[src/rtl/usb_pkg.sv]
// Shared definitions for the device-side USB transaction responder.
// Holds the wire-order PID constants, the responder state encoding and the
// token packet layout used by usb_dev_responder.
package usb_pkg;

  // PIDs as they appear on the wire (bit-reversed relative to the USB tables).
  localparam logic [7:0] PID_OUT   = 8'b10000111;
  localparam logic [7:0] PID_IN    = 8'b10010110;
  localparam logic [7:0] PID_DATA0 = 8'b11000011;
  localparam logic [7:0] PID_ACK   = 8'b01001011;
  localparam logic [7:0] PID_NAK   = 8'b01011010;

  typedef enum logic [2:0] {
    ST_IDLE      = 3'd0,
    ST_OUT_WAIT  = 3'd1,
    ST_WR_MEM    = 3'd2,
    ST_RD_MEM    = 3'd3,
    ST_RD_WAIT   = 3'd4,
    ST_SEND_HS   = 3'd5,
    ST_SEND_DATA = 3'd6,
    ST_WAIT_ACK  = 3'd7
  } resp_state_e;

  typedef struct packed {
    logic [7:0] pid;
    logic [6:0] addr;
    logic [3:0] endp;
  } tok_t;

endpackage

[src/rtl/usb_dev_responder_reverser.sv]
// Bit-order reverser: dout[i] = din[W-1-i]. Purely combinational.
// Ports: din  - input word
//        dout - same word with bit order reversed
module usb_dev_responder_reverser #(
  parameter int W = 64
) (
  input  logic [W-1:0] din,
  output logic [W-1:0] dout
);

  // Mirror the bit order of the whole word.
  always_comb begin
    dout = '0;
    for (int i = 0; i < W; i++) begin
      dout[i] = din[W-1-i];
    end
  end

endmodule

[src/rtl/usb_dev_responder.sv]
// Device-side USB transaction responder.
// An OUT(ENDP_OUT)+DATA0 first loads a 16-bit page address; a second OUT+DATA0
// writes 64 bits to that page, while an IN(ENDP_IN) reads it back as DATA0.
// Responses are ACK/NAK handshakes or a DATA0 packet to the transmit path.
// Ports: clk/rst_b (sync active-low reset); tok_*/data_*/hs_*/rx_error from the
//   receive path; tx_ready, hs_send/hs_pkt_out, data_send/data_pkt_out to the
//   transmit path; mem_* to the synchronous page memory; busy = not idle.
// Optional feature: define RESP_TIMEOUT_EN to leave WAIT_ACK after TIMEOUT
//   cycles without a host handshake.
module usb_dev_responder
  import usb_pkg::*;
#(
  parameter logic [6:0] DEV_ADDR = 7'b1010000,
  parameter logic [3:0] ENDP_OUT = 4'b0010,
  parameter logic [3:0] ENDP_IN  = 4'b0001
`ifdef RESP_TIMEOUT_EN
  ,
  parameter int unsigned TIMEOUT = 255
`endif
) (
  input  logic        clk,
  input  logic        rst_b,
  input  logic        tok_valid,
  input  logic [18:0] tok_pkt,
  input  logic        data_valid,
  input  logic [71:0] data_pkt,
  input  logic        rx_error,
  input  logic        hs_valid,
  input  logic [7:0]  hs_pid,
  input  logic        tx_ready,
  output logic        hs_send,
  output logic [7:0]  hs_pkt_out,
  output logic        data_send,
  output logic [71:0] data_pkt_out,
  output logic [15:0] mem_addr,
  output logic [63:0] mem_wdata,
  output logic        mem_we,
  output logic        mem_re,
  input  logic [63:0] mem_rdata,
  output logic        busy
);

  resp_state_e state_q, state_d;
  logic        addr_vld_q, addr_vld_d;
  logic        data_held_q, data_held_d;
  logic [63:0] held_q, held_d;
  logic [15:0] mem_addr_q, mem_addr_d;
  logic [63:0] mem_wdata_q, mem_wdata_d;
  logic        mem_we_q, mem_we_d;
  logic        mem_re_q, mem_re_d;
  logic        hs_send_q, hs_send_d;
  logic [7:0]  hs_pkt_q, hs_pkt_d;
  logic        data_send_q, data_send_d;
  logic [71:0] data_pkt_q, data_pkt_d;
  logic        busy_q, busy_d;
`ifdef RESP_TIMEOUT_EN
  localparam logic [7:0] TIMEOUT_LAST = 8'(TIMEOUT - 1);
  logic [7:0]  timer_q, timer_d;
`endif

  tok_t        tok_s;
  logic        tok_acc_s, data_acc_s, hs_ack_s;
  logic [63:0] payload_s, out_src_s, out_rev_s;

  assign tok_s = tok_pkt;
  // A token sharing its cycle with a data packet is dropped.
  assign tok_acc_s  = tok_valid & ~data_valid & ~rx_error & (tok_s.addr == DEV_ADDR);
  assign data_acc_s = data_valid & ~rx_error & (data_pkt[71:64] == PID_DATA0);
  assign hs_ack_s   = hs_valid & ~rx_error & (hs_pid == PID_ACK);

  // In RD_WAIT the packet is built straight from the memory word being captured.
  assign out_src_s = (state_q == ST_RD_WAIT) ? mem_rdata : held_q;

  usb_dev_responder_reverser #(.W(64)) u_rx_rev (.din(data_pkt[63:0]), .dout(payload_s));
  usb_dev_responder_reverser #(.W(64)) u_tx_rev (.din(out_src_s),      .dout(out_rev_s));

  // Next-state and next-output decision for every state.
  always_comb begin
    state_d     = state_q;
    addr_vld_d  = addr_vld_q;
    data_held_d = data_held_q;
    held_d      = held_q;
    mem_addr_d  = mem_addr_q;
    mem_wdata_d = mem_wdata_q;
    mem_we_d    = 1'b0;
    mem_re_d    = 1'b0;
    hs_send_d   = hs_send_q;
    hs_pkt_d    = hs_pkt_q;
    data_send_d = data_send_q;
    data_pkt_d  = data_pkt_q;
`ifdef RESP_TIMEOUT_EN
    timer_d     = timer_q;
`endif
    case (state_q)
      ST_IDLE: begin
        if (tok_acc_s) begin
          if ((tok_s.pid == PID_OUT) && (tok_s.endp == ENDP_OUT)) begin
            state_d = ST_OUT_WAIT;
          end else if ((tok_s.pid == PID_IN) && (tok_s.endp == ENDP_IN) && addr_vld_q) begin
            if (data_held_q) begin
              // Retried IN after a lost ACK: resend without touching memory.
              state_d     = ST_SEND_DATA;
              data_send_d = 1'b1;
              data_pkt_d  = {PID_DATA0, out_rev_s};
            end else begin
              state_d  = ST_RD_MEM;
              mem_re_d = 1'b1;
            end
          end else begin
            state_d   = ST_SEND_HS;
            hs_send_d = 1'b1;
            hs_pkt_d  = PID_NAK;
          end
        end else begin
          state_d = ST_IDLE;
        end
      end
      ST_OUT_WAIT: begin
        if (data_valid) begin
          if (data_acc_s && addr_vld_q) begin
            mem_wdata_d = payload_s;
            mem_we_d    = 1'b1;
            state_d     = ST_WR_MEM;
          end else if (data_acc_s) begin
            mem_addr_d  = payload_s[15:0];
            addr_vld_d  = 1'b1;
            data_held_d = 1'b0;
            state_d     = ST_SEND_HS;
            hs_send_d   = 1'b1;
            hs_pkt_d    = PID_ACK;
          end else begin
            // Corrupt or wrong-PID data: stay silent so the host retries.
            state_d = ST_IDLE;
          end
        end else begin
          state_d = ST_OUT_WAIT;
        end
      end
      ST_WR_MEM: begin
        addr_vld_d  = 1'b0;
        data_held_d = 1'b0;
        state_d     = ST_SEND_HS;
        hs_send_d   = 1'b1;
        hs_pkt_d    = PID_ACK;
      end
      ST_RD_MEM: begin
        state_d = ST_RD_WAIT;
      end
      ST_RD_WAIT: begin
        held_d      = mem_rdata;
        data_held_d = 1'b1;
        data_send_d = 1'b1;
        data_pkt_d  = {PID_DATA0, out_rev_s};
        state_d     = ST_SEND_DATA;
      end
      ST_SEND_HS: begin
        if (tx_ready) begin
          hs_send_d = 1'b0;
          state_d   = ST_IDLE;
        end else begin
          hs_send_d = 1'b1;
        end
      end
      ST_SEND_DATA: begin
        if (tx_ready) begin
          data_send_d = 1'b0;
          state_d     = ST_WAIT_ACK;
`ifdef RESP_TIMEOUT_EN
          timer_d     = 8'd0;
`endif
        end else begin
          data_send_d = 1'b1;
        end
      end
      ST_WAIT_ACK: begin
        if (hs_valid) begin
          if (hs_ack_s) begin
            addr_vld_d  = 1'b0;
            data_held_d = 1'b0;
          end else begin
            addr_vld_d  = addr_vld_q;
          end
          state_d = ST_IDLE;
        end else begin
`ifdef RESP_TIMEOUT_EN
          if (timer_q == TIMEOUT_LAST) begin
            state_d = ST_IDLE;
          end else begin
            timer_d = timer_q + 8'd1;
          end
`else
          state_d = ST_WAIT_ACK;
`endif
        end
      end
      default: begin
        state_d = ST_IDLE;
      end
    endcase
    busy_d = (state_d != ST_IDLE);
  end

  // State and registered-output flops with synchronous active-low reset.
  always_ff @(posedge clk) begin
    if (!rst_b) begin
      state_q     <= ST_IDLE;
      addr_vld_q  <= 1'b0;
      data_held_q <= 1'b0;
      held_q      <= 64'd0;
      mem_addr_q  <= 16'd0;
      mem_wdata_q <= 64'd0;
      mem_we_q    <= 1'b0;
      mem_re_q    <= 1'b0;
      hs_send_q   <= 1'b0;
      hs_pkt_q    <= 8'd0;
      data_send_q <= 1'b0;
      data_pkt_q  <= 72'd0;
      busy_q      <= 1'b0;
`ifdef RESP_TIMEOUT_EN
      timer_q     <= 8'd0;
`endif
    end else begin
      state_q     <= state_d;
      addr_vld_q  <= addr_vld_d;
      data_held_q <= data_held_d;
      held_q      <= held_d;
      mem_addr_q  <= mem_addr_d;
      mem_wdata_q <= mem_wdata_d;
      mem_we_q    <= mem_we_d;
      mem_re_q    <= mem_re_d;
      hs_send_q   <= hs_send_d;
      hs_pkt_q    <= hs_pkt_d;
      data_send_q <= data_send_d;
      data_pkt_q  <= data_pkt_d;
      busy_q      <= busy_d;
`ifdef RESP_TIMEOUT_EN
      timer_q     <= timer_d;
`endif
    end
  end

  assign hs_send      = hs_send_q;
  assign hs_pkt_out   = hs_pkt_q;
  assign data_send    = data_send_q;
  assign data_pkt_out = data_pkt_q;
  assign mem_addr     = mem_addr_q;
  assign mem_wdata    = mem_wdata_q;
  assign mem_we       = mem_we_q;
  assign mem_re       = mem_re_q;
  assign busy         = busy_q;

endmodule
[config.mk]
export PLATFORM = sky130hd
export DESIGN_NAME = usb_dev_responder
export DESIGN_NICKNAME = d
export VERILOG_FILES = /design/src/rtl/usb_pkg.sv /design/src/rtl/usb_dev_responder_reverser.sv /design/src/rtl/usb_dev_responder.sv
export SDC_FILE = /design/constraint.sdc
export NUM_CORES = 1
export LEC_CHECK = 0
export BUFFER_PORTS_ARGS = -buffer_cell sky130_fd_sc_hd__buf_2
export CORE_MARGIN = 4
export CORE_UTILIZATION = 50
export CTS_CLUSTER_DIAMETER = 80
export DETAILED_ROUTE_END_ITERATION = 6
export GPL_ROUTABILITY_DRIVEN = 0
export MAX_ROUTING_LAYER = met4
export PLACE_DENSITY_LB_ADDON = 0.08
export SYNTH_ARGS = -nofsm -noshare
export SYNTH_HDL_FRONTEND = slang
export SYNTH_SLANG_ARGS = --single-unit
[constraint.sdc]
create_clock -name clk -period 3.9 [get_ports clk]
set_clock_uncertainty 0.1 [all_clocks]
set_input_delay 0.39 -clock clk [delete_from_list [all_inputs] [get_ports clk]]
set_output_delay 0.39 -clock clk [all_outputs]
set_load 0.02 [all_outputs]
==> results.yml <==
place:
  place_ws_ns: 1.06
  numPortBuffers: 327
  hpwl_um: 16500
final_layout:
  seq_area_mm2: 0.00445
  layout-drive-gt1-share_pct: 36.2
  syn_to_final_growth_pct: 27.2
  multiInputGateArea_mm2: 0.00384
  fill_cells: 1508
  final_util_pct: 64.7
  nets: 1417
worst_setup_path:
  startpoint_type: "register"
  cp.arrival_ns: 3.04
  path_cells: "or3b_2 > or4_2 > buf_4 > nand2_1 > a21oi_1"
  worstPathMaxFanout: 64
  crit_buf_inv: 1
  worst_ep_required_time_ns: 4.13
  cp_slowest_cell: "dfxtp_1"
  cp-end-kind: "register"
  cp_top_family: "simple AND/OR/NAND/NOR gates"
  cpPeakStageDelay_ns: 0.77
  critPathKind: "reg -> reg"
pwr:
  power_frac_seq_pct: 40.1
  powerDensity_mw_per_mm2: 577
  peakVddDrop_v: 0.000394
  p_leak_nw: 5.05
  power_switching_mw: 2.00
  switching_share_pct: 31.0
  p_int_mw: 4.44
  power_frac_comb_pct: 24.4
  clockPowerShare_pct: 35.4
floorplan:
  die_h_um: 140
  chipWidth_um: 140
  core-area_mm2: 0.0172
  num_io_pins: 335
  initial_core_util_pct: 50.9
  die_area_mm2: 0.0197
  placementRows: 48
drt:
  routed_wl_um: 24100
  first_iter_violations: 362
  vias: 7487
  drc_errors: 0
  wl_per_cell_um: 16.2
  dr.pass1.iters: 5
  avgViaCountPerCell: 5.03
  ant_nets: 0
synthesis:
  synthArstFlopShare_pct: 0
  postSynthCellCount: 962
  synth_top_cell_area_share_pct: 50.7
  yosysUniqueCellTypes: 47
  yosys.area.top_type: "dfxtp_1"
  ys.flop_type: "dfxtp_1"
  ys_ff_latch: 222
  syn_area_mm2: 0.00877
  ys_top_cells_by_count: "nand2_1, dfxtp_1, a21oi_1"
  synthTopCellsByArea: "dfxtp_1, nand2_1, a21oi_1, mux2_4, and2_1"
  synth_seq_area_share_pct: 50.7
  yosys_warnings: 0
  synth_edf_count: 0
  avgSynthCellArea_um2: 9.11
  synthMostInstantiatedCell: "nand2_1"
hold_path:
  hp-class: "in -> reg"
grt:
  grt_pass1_wl_um: 36800
  track_usage_pct: 23.3
  use_met3_pct: 5.60
  grt.met1_usage_pct: 28.6
  grt.overflow.total: 0
  grt_max_degree: 89
  antenna_found_initial: 1
  met2_usage_pct: 38.9
  grt_pass1_vias: 6846
  busiest_layer: "met2"
cts:
  clk_pin_slew_ns: 0.06
  hold_buffers: 0
  clock-sinks: 222
  postCtsSetupBuffers: 0
  cts_resized: 0
  cts_buffers: 24
  cts_tree: "yes"
  root_buffer: "clkbuf_16"
  htreeDepth: 1
  clock_path_buffers: 3
  clock_latency_ns: 0.49
sta:
  setup_violations: 0
  final_hold_viol_count: 0
  tns_ns: 0
  period_share_pct: 72.1
  slew_violations: 0
  fin_crit_ns: 2.81
  worst_pin_slew_ns: 0.983
  slew_headroom_pct: 34.5
  grt_setup_unrepaired: "no"
  finalWorstSetupSlack_ns: 1.09
  fmax_mhz: 356
status:
  status: "complete, no violations"
flow_run:
  maxCapViolations: 0
==> cells by family after synthesis <==
kind of cell,Yosys count,share of synthesized area (%)
other,1,0.0428
muxes,66,10.5
and+or+nand+nor,402,21.9
buffers and inverters,92,6.05
AOI/OAI and AO/OA,179,10.7
DFF,222,50.7
==> sequential cells by signal (all words and copies together) (netlist names) <==
signal and count:
state_q 3, busy 1, addr_vld_q 1, mem_we 1, mem_addr 16, data_held_q 1, mem_re 1, held_q 64
mem_wdata 64, data_send 1, hs_pkt_out 3, data_pkt_out 65, hs_send 1
==> metal layers <==
| layer | up-vias | share of wire (%) | routed length, um |
|---|---|---|---|
| li1 | 3768 | - | - |
| met1 | 3437 | 40 | 9700 |
| met2 | 251 | 50 | 12000 |
| met3 | 31 | 8.2 | 1980 |
| met4 | 0 | 1.8 | 439 |
| met5 | - | 0 | 0 |
==> metrics by stage <==
step           power, mW  cell area (um2)  cells  hold WS [ns]
2_1_floorplan       3.82             8790    968         0.337
3_3_place_gp        4.20            10300   1446         0.335
3_5_place_dp        4.22            10300   1446         0.340
4_1_cts             6.50            11100   1486        0.0179
5_1_grt             6.78            11100   1487        0.0246
6_report            6.44            11100   1487        0.0361
==> power by group through the flow <==
| stage | sequential [mW] | combinational, mW | clock, mW |
|---|---|---|---|
| 2_1_floorplan | 2.65 | 1.17 | 0 |
| 3_3_place_gp | 2.63 | 1.58 | 0 |
| 3_5_place_dp | 2.63 | 1.59 | 0 |
| 4_1_cts | 2.58 | 1.59 | 2.33 |
| 5_1_grt | 2.61 | 1.74 | 2.44 |
| 6_report | 2.58 | 1.57 | 2.28 |
==> cells in the final DEF, fill, tap and decap left out, types with 2 or more instances in the layout <==
master	count
buf_2	327
nand2_1	230
dfxtp_1	221
a21oi_1	159
nand3_1	69
and2_1	64
mux2_4	49
clkbuf_16	25
mux2_2	15
buf_4	9
conb_1	7
inv_1	6
nor2_1	6
clkinv_2	5
nor4b_1	4
nor3_1	4
o21ai_0	4
nor4bb_1	3
and4b_1	3
nand2b_1	3
clkbuf_8	3
bufinv_16	3
clkbuf_1	3
nand4b_1	2
or3b_2	2
a31o_2	2
o211ai_1	2
o31ai_1	2
mux2i_1	2
o22ai_1	2
buf_12	2
==> path summary, 6_finish.rpt <==
check,depth (start not counted),end,from,slack (ns)
worst max register to register,5,mem_wdata[29],state_q[0],1.09
worst min-delay path,3,mem_wdata[56],data_pkt[7],0.04
worst min register to register,2,mem_wdata[32],mem_wdata[32],0.35
worst max-delay path,5,mem_wdata[29],state_q[0],1.09
==> tightest hold or removal path, delay by kind of cell <==
kind                   cells  cell delay (ns)
AO/OA/AOI/OAI              1             0.05
buffers and inverters      1             0.10
AND/OR/NAND/NOR            1             0.05
==> area by class of cell <==
| cell class | instances | share of cell area, % |
|---|---|---|
| multi-input combinational | 654 | 34.5 |
| tap | 225 | 2.53 |
| clock inverter | 9 | 1.10 |
| clock buffer | 31 | 6.08 |
| antenna | 1 | 0.0224 |
| sequential | 222 | 39.9 |
| inverter | 7 | 0.258 |
| timing repair buffer | 338 | 15.6 |
Note: power is estimated with default switching activity, not from simulation.
